--- src/rtl/misj_toggle_monitor.sv ---
// misj_toggle_monitor
//
// Observes the 14-bit v35 response vector of the misj PLA benchmark. On
// qualified cycles it counts the 0<->1 transitions of each bit over a
// programmable window. It also accumulates a saturating total of all
// transitions. Results are read back through a registered port.
//
// Ports:
//   clk, rst_n  - clock (rising edge) and asynchronous active-low reset
//   start       - pulse: begin a window (accepted in IDLE and DONE only)
//   win_len     - number of transitions to observe, latched on start
//   in_valid    - in_data carries a sample this cycle
//   in_data     - observed v35 vector
//   busy / done - window in progress (ARM, RUN) / window complete (DONE)
//   rd_req      - readout request for counter rd_idx
//   rd_valid    - rd_data is valid (one cycle after rd_req)
//   rd_data     - toggle count of the requested bit, 0 for rd_idx >= WIDTH
//   total       - saturating sum of all toggles in the window
//   sat         - sticky flag: some counter or total clipped this window
module misj_toggle_monitor #(
    parameter int WIDTH = 14,
    parameter int CNT_W = 16,
    parameter int WIN_W = 16,
    parameter int IDX_W = 4
) (
    input  logic               clk,
    input  logic               rst_n,
    input  logic               start,
    input  logic [WIN_W-1:0]   win_len,
    input  logic               in_valid,
    input  logic [WIDTH-1:0]   in_data,
    output logic               busy,
    output logic               done,
    input  logic               rd_req,
    input  logic [IDX_W-1:0]   rd_idx,
    output logic               rd_valid,
    output logic [CNT_W-1:0]   rd_data,
    output logic [CNT_W+3:0]   total,
    output logic               sat
);

    localparam int TOT_W = CNT_W + 4;
    localparam logic [CNT_W-1:0] CNT_MAX = '1;

    typedef enum logic [1:0] {
        IDLE = 2'd0,
        ARM  = 2'd1,
        RUN  = 2'd2,
        DONE = 2'd3
    } state_t;

    state_t               state;
    logic [WIDTH-1:0]     prev;
    logic [WIN_W-1:0]     rem;
    logic [CNT_W-1:0]     cnt      [WIDTH];
    logic [CNT_W-1:0]     cnt_next [WIDTH];
    logic [WIDTH-1:0]     toggles;
    logic                 cnt_clip;
    logic [TOT_W-1:0]     total_next;
    logic                 tot_clip;
    logic [CNT_W-1:0]     rd_sel;

    // Returns {clipped, value}: increment that sticks at the counter maximum.
    function automatic logic [CNT_W:0] sat_inc(input logic [CNT_W-1:0] v);
        if (v == CNT_MAX)
            return {1'b1, v};
        else
            return {1'b0, v + CNT_W'(1)};
    endfunction

    // Returns {clipped, value}: addition that sticks at the total maximum.
    function automatic logic [TOT_W:0] sat_add(input logic [TOT_W-1:0] a,
                                               input logic [TOT_W-1:0] b);
        logic [TOT_W:0] s;
        s = {1'b0, a} + {1'b0, b};
        if (s[TOT_W])
            return {1'b1, {TOT_W{1'b1}}};
        else
            return s;
    endfunction

    function automatic logic [TOT_W-1:0] popcount(input logic [WIDTH-1:0] v);
        logic [TOT_W-1:0] c;
        c = '0;
        for (int i = 0; i < WIDTH; i++)
            c = c + TOT_W'(v[i]);
        return c;
    endfunction

    // Next counter values for a RUN sample; only committed on in_valid.
    always_comb begin
        logic [CNT_W:0] inc;
        logic [TOT_W:0] tsum;
        inc      = '0;
        toggles  = in_data ^ prev;
        cnt_clip = 1'b0;
        for (int i = 0; i < WIDTH; i++) begin
            cnt_next[i] = cnt[i];
            if (toggles[i]) begin
                inc         = sat_inc(cnt[i]);
                cnt_next[i] = inc[CNT_W-1:0];
                cnt_clip    = cnt_clip | inc[CNT_W];
            end
        end
        tsum       = sat_add(total, popcount(toggles));
        total_next = tsum[TOT_W-1:0];
        tot_clip   = tsum[TOT_W];
    end

    // Readout mux; out-of-range indices read as zero.
    always_comb begin
        rd_sel = '0;
        for (int i = 0; i < WIDTH; i++)
            if (rd_idx == IDX_W'(i))
                rd_sel = cnt[i];
    end

    always_ff @(posedge clk or negedge rst_n) begin
        if (!rst_n) begin
            state <= IDLE;
            busy  <= 1'b0;
            done  <= 1'b0;
            prev  <= '0;
            rem   <= '0;
            total <= '0;
            sat   <= 1'b0;
            for (int i = 0; i < WIDTH; i++)
                cnt[i] <= '0;
        end else begin
            case (state)
                IDLE, DONE: begin
                    if (start) begin
                        for (int i = 0; i < WIDTH; i++)
                            cnt[i] <= '0;
                        total <= '0;
                        sat   <= 1'b0;
                        rem   <= win_len;
                        if (win_len == '0) begin
                            state <= DONE;
                            busy  <= 1'b0;
                            done  <= 1'b1;
                        end else begin
                            state <= ARM;
                            busy  <= 1'b1;
                            done  <= 1'b0;
                        end
                    end
                end
                ARM: begin
                    // First valid sample is only the baseline.
                    if (in_valid) begin
                        prev  <= in_data;
                        state <= RUN;
                    end
                end
                RUN: begin
                    if (in_valid) begin
                        prev  <= in_data;
                        total <= total_next;
                        sat   <= sat | cnt_clip | tot_clip;
                        rem   <= rem - WIN_W'(1);
                        for (int i = 0; i < WIDTH; i++)
                            cnt[i] <= cnt_next[i];
                        if (rem == WIN_W'(1)) begin
                            state <= DONE;
                            busy  <= 1'b0;
                            done  <= 1'b1;
                        end
                    end
                end
                default: begin
                    state <= IDLE;
                    busy  <= 1'b0;
                    done  <= 1'b0;
                end
            endcase
        end
    end

    // Readout samples the counters before this edge's update, so a read
    // coinciding with a sample returns the pre-update count.
    always_ff @(posedge clk or negedge rst_n) begin
        if (!rst_n) begin
            rd_valid <= 1'b0;
            rd_data  <= '0;
        end else begin
            rd_valid <= rd_req;
            if (rd_req)
                rd_data <= rd_sel;
        end
    end

endmodule

--- config.mk ---
export PLATFORM = sky130hd
export DESIGN_NAME = misj_toggle_monitor
export DESIGN_NICKNAME = d
export VERILOG_FILES = /design/src/rtl/misj_toggle_monitor.sv
export SDC_FILE = /design/constraint.sdc
export NUM_CORES = 1
export LEC_CHECK = 0
export ABC_AREA = 1
export CORE_ASPECT_RATIO = 0.9
export CORE_MARGIN = 3
export CORE_UTILIZATION = 25
export CTS_CLUSTER_SIZE = 16
export DETAILED_ROUTE_END_ITERATION = 16
export PLACE_DENSITY_LB_ADDON = 0.1
export REMOVE_ABC_BUFFERS = 1
export SYNTH_ARGS = -nofsm -noshare
export SYNTH_HDL_FRONTEND = slang
export SYNTH_SLANG_ARGS = --single-unit
--- constraint.sdc ---
create_clock -name clk -period 11.1 [get_ports clk]
set_input_delay 2.22 -clock clk [delete_from_list [all_inputs] [get_ports clk]]
set_output_delay 2.22 -clock clk [all_outputs]
set_load 0.01 [all_outputs]
==> impl_metrics.prom, run 1 <==
# TYPE chip_impl_metric gauge
chip_impl_metric{name="critPathArrivalTime",unit="ns"} 7.77
chip_impl_metric{name="post_cts.repair.setup_buffers",unit=""} 0
chip_impl_metric{name="cts-resized-gates",unit=""} 0
chip_impl_info{name="mostFrequentLayoutCell",value="nand2_1"} 1
chip_impl_metric{name="chipWidth",unit="um"} 293
chip_impl_metric{name="final_report_max_slew_violation_count",unit=""} 0
chip_impl_metric{name="layout-area-overhead-vs-synth",unit="%"} 16.5
chip_impl_info{name="worst-setup-path-type",value="input pin to flop"} 1
chip_impl_metric{name="instances_no_fill",unit=""} 3620
chip_impl_metric{name="p_int",unit="mW"} 2.76
chip_impl_metric{name="first_iter_violations",unit=""} 1597
chip_impl_metric{name="num-nets-final",unit=""} 2702
chip_impl_metric{name="drive_above_1_share",unit="%"} 6.80
chip_impl_metric{name="crit_path_max_fanout",unit=""} 8
chip_impl_metric{name="required",unit="ns"} 11.53
chip_impl_metric{name="skew",unit="ns"} 0.0392
chip_impl_info{name="hold_path_class",value="flop to flop"} 1
chip_impl_metric{name="routed-via-count",unit=""} 17677
chip_impl_metric{name="half_perimeter_wire_length_after_placement",unit="mm"} 49.7
chip_impl_metric{name="grt_max_degree",unit=""} 150
chip_impl_info{name="outcome",value="finished, final reports clean"} 1
chip_impl_metric{name="synth.distinct_cells",unit=""} 59
chip_impl_info{name="kind_of_end_point_of_the_critical_path",value="flop"} 1
chip_impl_metric{name="synth_area",unit="um^2"} 18600
chip_impl_metric{name="fp.dieH",unit="um"} 265
chip_impl_metric{name="leakage",unit="nW"} 9.15
chip_impl_metric{name="design_area",unit="um^2"} 21600
chip_impl_metric{name="final.min_clock_period",unit="ns"} 7.34
chip_impl_metric{name="cts_inserted_buffers",unit=""} 41
chip_impl_metric{name="ioPinCount",unit=""} 79
chip_impl_metric{name="core.rowCount",unit=""} 94
chip_impl_metric{name="power.density_cell_area",unit="nW/um^2"} 243
chip_impl_metric{name="place.gp.congestion",unit=""} 0.832
chip_impl_metric{name="synth_seq_area_share",unit="%"} 39.9
chip_impl_metric{name="vdd_ir_drop_max",unit="V"} 0.000231
chip_impl_metric{name="syn_avg_cell_area",unit="um^2"} 7.22
chip_impl_metric{name="setup_tns",unit="ns"} 0
chip_impl_info{name="crit_path_start_kind",value="input pin"} 1
chip_impl_metric{name="power.clock.fraction",unit="%"} 26.3
chip_impl_metric{name="fmax",unit="GHz"} 0.136
chip_impl_metric{name="via_to_cell_ratio",unit=""} 4.88
chip_impl_metric{name="finalHoldViolations",unit=""} 0
chip_impl_metric{name="placed_instance_area",unit="um^2"} 20200
chip_impl_metric{name="sequentialPowerShare",unit="%"} 24.2
chip_impl_metric{name="effective_utilization_at_floorplan",unit="%"} 25.3
chip_impl_metric{name="swShare",unit="%"} 47.6
chip_impl_metric{name="clock_tree_buf_depth",unit=""} 3
chip_impl_info{name="clk_root_buffer_cell",value="clkbuf_16"} 1
chip_impl_metric{name="drcViolationCount",unit=""} 0
chip_impl_metric{name="p_sw",unit="mW"} 2.51
chip_impl_metric{name="timing.max_slew.rel_slack",unit="%"} 12.3
chip_impl_metric{name="tightest_slew",unit="ns"} 1.31
chip_impl_metric{name="port_buffers",unit=""} 78
chip_impl_metric{name="place_inst",unit=""} 3544
chip_impl_metric{name="h-tree-depth",unit=""} 2
chip_impl_metric{name="finalSetupViolations",unit=""} 0
chip_impl_metric{name="drt-wirelength-per-cell",unit="um"} 18.7
chip_impl_info{name="tritoncts",value="yes"} 1
chip_impl_metric{name="clock-sinks",unit=""} 296
chip_impl_metric{name="route.antenna.remaining_nets",unit=""} 0
chip_impl_metric{name="postSynthRegisterBits",unit=""} 296
chip_impl_metric{name="antenna_diode_count",unit=""} 0
chip_impl_metric{name="design.die.area",unit="um^2"} 77600
chip_impl_metric{name="grt_usage",unit="%"} 17.4
chip_impl_metric{name="global_route_wire_length_before_repair",unit="mm"} 105
chip_impl_metric{name="fill_count",unit=""} 8012
chip_impl_metric{name="clock_latency",unit="ns"} 0.58
chip_impl_metric{name="clk_transition_reported_paths",unit="ns"} 0.06
chip_impl_info{name="mostFrequentLayoutCells",value="595 x nand2_1, 303 x nor2_1, 297 x inv_1"} 1
chip_impl_metric{name="comb_power_share",unit="%"} 49.5
chip_impl_metric{name="yosys_warnings",unit=""} 0
chip_impl_metric{name="detail_route.wirelength",unit="mm"} 67.7
chip_impl_metric{name="first_global_vias",unit=""} 17077
chip_impl_metric{name="grt_overflow",unit=""} 0
chip_impl_metric{name="post-layout-total-power",unit="mW"} 5.26
chip_impl_metric{name="final.period_utilization",unit="%"} 66.1
chip_impl_metric{name="dr.pass1.iters",unit=""} 5
chip_impl_metric{name="netlist_instances",unit=""} 2572
chip_impl_info{name="grt_setup_unrepaired",value="false"} 1
chip_impl_metric{name="max-cap-violations",unit=""} 0
chip_impl_metric{name="number_of_antenna_violations_at_the_first_check_in_global_routing",unit=""} 0
chip_impl_metric{name="cts_hold_repair.buffers",unit=""} 0
chip_impl_metric{name="floorplan.core_area",unit="um^2"} 73400
==> cells in the mapped netlist, drive strengths merged <==
library cell  instances  area [um^2]
o31ai                 7         52.6
dfrtp               296         7410
xnor2                14          123
nor4                 19          134
o221ai                3         26.3
nand2               611         2350
a211oi               12          125
nand4                82          519
ha                   26          325
clkbuf               42          159
a21boi                1         7.51
xor2                 25          219
and3                  4         25.0
a22oi                13          103
o32a                  1         10.0
o211ai                6         45.0
inv                 309         1160
fa                   10          200
nor3                 68          388
nand3b                3         22.5
o21a                 16          120
a31oi                11         68.8
or2                   8         50.1
nand3               184          956
buf                  37          279
o21ai               168          852
nor2                319         1260
a41oi                 5         43.8
o22ai                 8         56.3
mux2i                 2         20.0
o22a                  2         17.5
mux2                 14          158
o41ai                 3         26.3
a21oi               238         1220
o32ai                 1         8.76
nor3b                 4         30.0
==> final timing paths <==
path                       cells past startpoint          to       start  slack [ns]
max                                           19    total[9]  in_data[6]        3.76
min reg2reg                                    2  rd_data[3]  rd_data[3]        0.48
max in group asynchronous                      2     cnt[55]       rst_n        7.95
max reg2reg                                   18    total[9]     prev[6]        5.49
min                                            2  rd_data[3]  rd_data[3]        0.48
min in group asynchronous                      1    cnt[179]       rst_n        1.67
==> layer usage <==
metal  track usage (%)  wire length [um]  part of all wire (%)
met2              24.7             27300                    40
met5                 0                 0                     0
met4              3.88              1230                   1.8
met3              2.09              2810                   4.2
met1              27.6             36300                    54
==> cell families (layout without fill, tap and decap cells) <==
kind of cell               after synthesis  count (layout)  share of synthesized area, %
buffers and inverters                  388             476                          8.63
AOI/OAI and AO/OA                      495             495                          15.0
and+or+nand+nor                       1302            1302                          30.9
xor gates and xnor gates                39              39                          1.84
muxes                                   16              16                         0.956
adders and majority gates               36              36                          2.83
DFF                                    296             296                          39.9
==> stage by stage <==
stage	worst slack [ns]	hold WS [ns]	utilization (%)
after floorplan	4.50	0.465	-
after global placement	3.24	0.473	27.6
after detailed placement	3.23	0.469	27.6
after CTS	3.82	0.486	29.5
after global routing	3.41	0.512	29.5
final	3.76	0.480	29.5
==> sequential cells by signal, summed over array words and instances (netlist names) <==
name / count
cnt: 224
total: 20
rd_data: 16
rem: 16
prev: 14
state: 2
busy: 1
done: 1
rd_valid: 1
sat: 1
==> final cells by class <==
class,count,area (um^2),area share (%)
clock buffer,62,1230,5.66
clock inverter,14,174,0.803
timing repair buffer,91,896,4.14
inverter,309,1160,5.38
sequential,296,7410,34.2
tap,960,1200,5.55
multi-input combinational,1888,9580,44.2
==> worst max-delay path, stage by stage <==
cell	delay, ns
clkdlybuf4s50_1	0.44
xnor2_1	0.47
inv_1	0.16
fa_1	0.74
fa_1	0.50
fa_1	0.51
fa_1	0.52
fa_1	0.48
fa_1	0.45
nand3_1	0.11
nand2_1	0.10
nand2_1	0.08
a21oi_1	0.11
nand2_1	0.21
nor3_2	0.07
nand2_1	0.26
nand2_1	0.08
o21ai_0	0.13
o21ai_0	0.11
==> power groups by stage <==
stage / clock, mW / combinational, mW / sequential (mW)
2_1_floorplan: 0 / 1.74 / 1.27
3_3_place_gp: 0 / 2.62 / 1.29
3_5_place_dp: 0 / 2.62 / 1.29
4_1_cts: 1.44 / 2.63 / 1.27
5_1_grt: 1.48 / 2.93 / 1.29
6_report: 1.39 / 2.61 / 1.27
No activity file was read; power rests on OpenSTA's default activity.
==> run 2: changes to the inputs <==
- clock period: 11.1 -> 6.9 ns (I/O delays scaled with it)
==> impl_metrics.prom, run 2 (synthesis results as in run 1) <==
# TYPE chip_impl_metric gauge
chip_impl_metric{name="chipWidth",unit="um"} 293
chip_impl_metric{name="place_inst",unit=""} 3549
chip_impl_metric{name="tightest_slew",unit="ns"} 1.23
chip_impl_metric{name="fp.dieH",unit="um"} 265
chip_impl_metric{name="seq_area",unit="um^2"} 7410
chip_impl_metric{name="number_of_antenna_violations_at_the_first_check_in_global_routing",unit=""} 2
chip_impl_info{name="hold_path_class",value="flop to flop"} 1
chip_impl_metric{name="p_sw",unit="mW"} 4.01
chip_impl_metric{name="effective_utilization_at_floorplan",unit="%"} 25.3
chip_impl_metric{name="critPathArrivalTime",unit="ns"} 6.60
chip_impl_info{name="timing.critical_path.mode_cell",value="fa_1"} 1
chip_impl_metric{name="final_report_max_slew_violation_count",unit=""} 0
chip_impl_info{name="registers.top_by_ff_count",value="cnt"} 1
chip_impl_info{name="crit_path_start_kind",value="input pin"} 1
chip_impl_metric{name="fmax",unit="GHz"} 0.162
chip_impl_metric{name="final.min_clock_period",unit="ns"} 6.17
chip_impl_metric{name="multi_input_gate_area",unit="um^2"} 9570
chip_impl_metric{name="via_to_cell_ratio",unit=""} 4.87
chip_impl_metric{name="swShare",unit="%"} 48.0
chip_impl_metric{name="grt_overflow",unit=""} 0
chip_impl_info{name="tritoncts",value="yes"} 1
chip_impl_metric{name="power.clock.fraction",unit="%"} 25.0
chip_impl_metric{name="first_iter_violations",unit=""} 1460
chip_impl_metric{name="num-nets-final",unit=""} 2706
chip_impl_metric{name="half_perimeter_wire_length_after_placement",unit="mm"} 49.9
chip_impl_metric{name="timing.max_slew.rel_slack",unit="%"} 18.0
chip_impl_metric{name="dr.pass1.iters",unit=""} 5
chip_impl_info{name="grt_setup_unrepaired",value="false"} 1
chip_impl_metric{name="leakage",unit="nW"} 9.12
chip_impl_metric{name="fill_count",unit=""} 8029
chip_impl_info{name="mostFrequentLayoutCells",value="595 x nand2_1, 304 x nor2_1, 297 x inv_1"} 1
chip_impl_info{name="outcome",value="finished, final reports clean"} 1
chip_impl_metric{name="drcViolationCount",unit=""} 0
chip_impl_metric{name="clk_transition_reported_paths",unit="ns"} 0.06
chip_impl_metric{name="place.gp.congestion",unit=""} 0.857
chip_impl_metric{name="ioPinCount",unit=""} 79
chip_impl_info{name="worst-setup-path-type",value="input pin to flop"} 1
chip_impl_info{name="kind_of_end_point_of_the_critical_path",value="flop"} 1
chip_impl_metric{name="power.density_cell_area",unit="nW/um^2"} 388
chip_impl_metric{name="layout-area-overhead-vs-synth",unit="%"} 16.2
chip_impl_metric{name="ff2ff_setup_slack",unit="ns"} 1.59
chip_impl_metric{name="clock_latency",unit="ns"} 0.58
chip_impl_metric{name="final.period_utilization",unit="%"} 89.4
chip_impl_metric{name="preCtsSetupSlack",unit="ns"} 0.164
chip_impl_metric{name="drt-wirelength-per-cell",unit="um"} 18.7
chip_impl_metric{name="sequentialPowerShare",unit="%"} 24.5
chip_impl_metric{name="grt_max_degree",unit=""} 122
chip_impl_metric{name="clock_tree_buf_depth",unit=""} 3
chip_impl_metric{name="max_ffs_per_register",unit=""} 224
chip_impl_metric{name="clock-sinks",unit=""} 296
chip_impl_metric{name="cts_inserted_buffers",unit=""} 40
chip_impl_metric{name="max-cap-violations",unit=""} 0
chip_impl_info{name="mostFrequentLayoutCell",value="nand2_1"} 1
chip_impl_metric{name="core.rowCount",unit=""} 94
chip_impl_metric{name="crit_path_max_fanout",unit=""} 8
chip_impl_metric{name="p_int",unit="mW"} 4.36
chip_impl_metric{name="grt_usage",unit="%"} 17.2
chip_impl_metric{name="skew",unit="ns"} 0.0291
chip_impl_metric{name="global_route_wire_length_before_repair",unit="mm"} 103
chip_impl_metric{name="port_buffers",unit=""} 78
chip_impl_metric{name="drive_above_1_share",unit="%"} 6.65
chip_impl_metric{name="design.die.area",unit="um^2"} 77600
chip_impl_metric{name="cts-resized-gates",unit=""} 0
chip_impl_metric{name="routed-via-count",unit=""} 17619
chip_impl_metric{name="final_util",unit="%"} 29.4
chip_impl_metric{name="comb_power_share",unit="%"} 50.5
chip_impl_metric{name="postLayoutSetupSlackWorst",unit="ns"} 0.729
chip_impl_metric{name="antenna_diode_count",unit=""} 0
chip_impl_info{name="crit_slowest_cell",value="fa_1"} 1
chip_impl_metric{name="required",unit="ns"} 7.32
chip_impl_info{name="reg.largest.list",value="cnt x224, total x20"} 1
chip_impl_metric{name="h-tree-depth",unit=""} 2
chip_impl_metric{name="floorplan.core_area",unit="um^2"} 73400
chip_impl_metric{name="first_global_vias",unit=""} 16767
chip_impl_info{name="clk_root_buffer_cell",value="clkbuf_16"} 1
chip_impl_metric{name="cp_slowest_stage_delay",unit="ns"} 0.54
chip_impl_metric{name="instances_no_fill",unit=""} 3620
chip_impl_metric{name="finalHoldViolations",unit=""} 0
chip_impl_metric{name="finalSetupViolations",unit=""} 0
chip_impl_metric{name="detail_route.wirelength",unit="mm"} 67.6
chip_impl_metric{name="route.antenna.remaining_nets",unit=""} 0
chip_impl_metric{name="cts_hold_repair.buffers",unit=""} 0
chip_impl_metric{name="setup_tns",unit="ns"} 0
chip_impl_metric{name="post_cts.repair.setup_buffers",unit=""} 0
chip_impl_metric{name="vdd_ir_drop_max",unit="V"} 0.000270
chip_impl_info{name="crit_chain",value="clkdlybuf4s50_1 -> xnor2_1 -> inv_1 -> fa_1 -> buf_4 -> fa_1 -> fa_1 -> fa_1 -> fa_1 -> fa_1 -> nand3_1 -> nand2_1 -> nand2_1 -> a21oi_1 -> nand2_1 -> nor3_2 -> nand2_1 -> nand2_1 -> o21ai_0 -> o21ai_0"} 1
run 2: cell count changes in the layout (fill, tap and decap cells not counted), moves of 2 or more:
cell       before  now
clkinv_2        9    2
bufinv_16       3    1
buf_4          12   16
clkbuf_16      42   40
clkbuf_8       10   12
clkbuf_1       10   13
run 2: power by group through the flow:
stage	clock network [mW]	logic (mW)	registers [mW]
after floorplan	0	2.81	2.05
after global placement	0	4.26	2.07
after detailed placement	0	4.26	2.08
after CTS	2.17	4.27	2.05
after global routing	2.24	4.75	2.07
final	2.09	4.23	2.05
run 2: stage by stage:
step / area [um^2] / hold slack [ns] / total power [mW]
global placement: 20300 / 0.472 / 6.33
finish: 21600 / 0.484 / 8.37
CTS: 21600 / 0.489 / 8.49
detailed placement: 20300 / 0.474 / 6.34
floorplan: 18100 / 0.465 / 4.86
global route: 21600 / 0.511 / 9.06
run 2: path summary, 6_finish.rpt:
check,startpoint,endpoint,depth (start not counted)
min,rd_data[1],rd_data[1],2
min reg2reg,rd_data[1],rd_data[1],2
max in group asynchronous,rst_n,total[17],2
max reg2reg,prev[4],total[9],19
min in group asynchronous,rst_n,cnt[178],1
max,in_data[4],total[9],20
run 2: area by class of cell:
type	count	share of cell area, %
Multi-Input combinational cell	1888	44.3
Sequential cell	296	34.3
Clock buffer	65	5.63
Tap cell	960	5.56
Inverter	309	5.39
Timing Repair Buffer	96	4.38
Clock inverter	6	0.394
run 2: layer usage:
metal	track usage [%]	wire length (um)
met3	2.65	3710
met5	0	12
met1	27.2	35300
met2	24.0	27200
met4	4.21	1380
run 2: critical path: cells and delay by family:
kind | cells | cell delay [ns]
AO/OA/AOI/OAI | 3 | 0.34
XOR/XNOR | 1 | 0.16
adder cells (fa/ha/maj) | 6 | 2.96
buffers and inverters | 3 | 0.80
AND/OR/NAND/NOR | 7 | 0.94
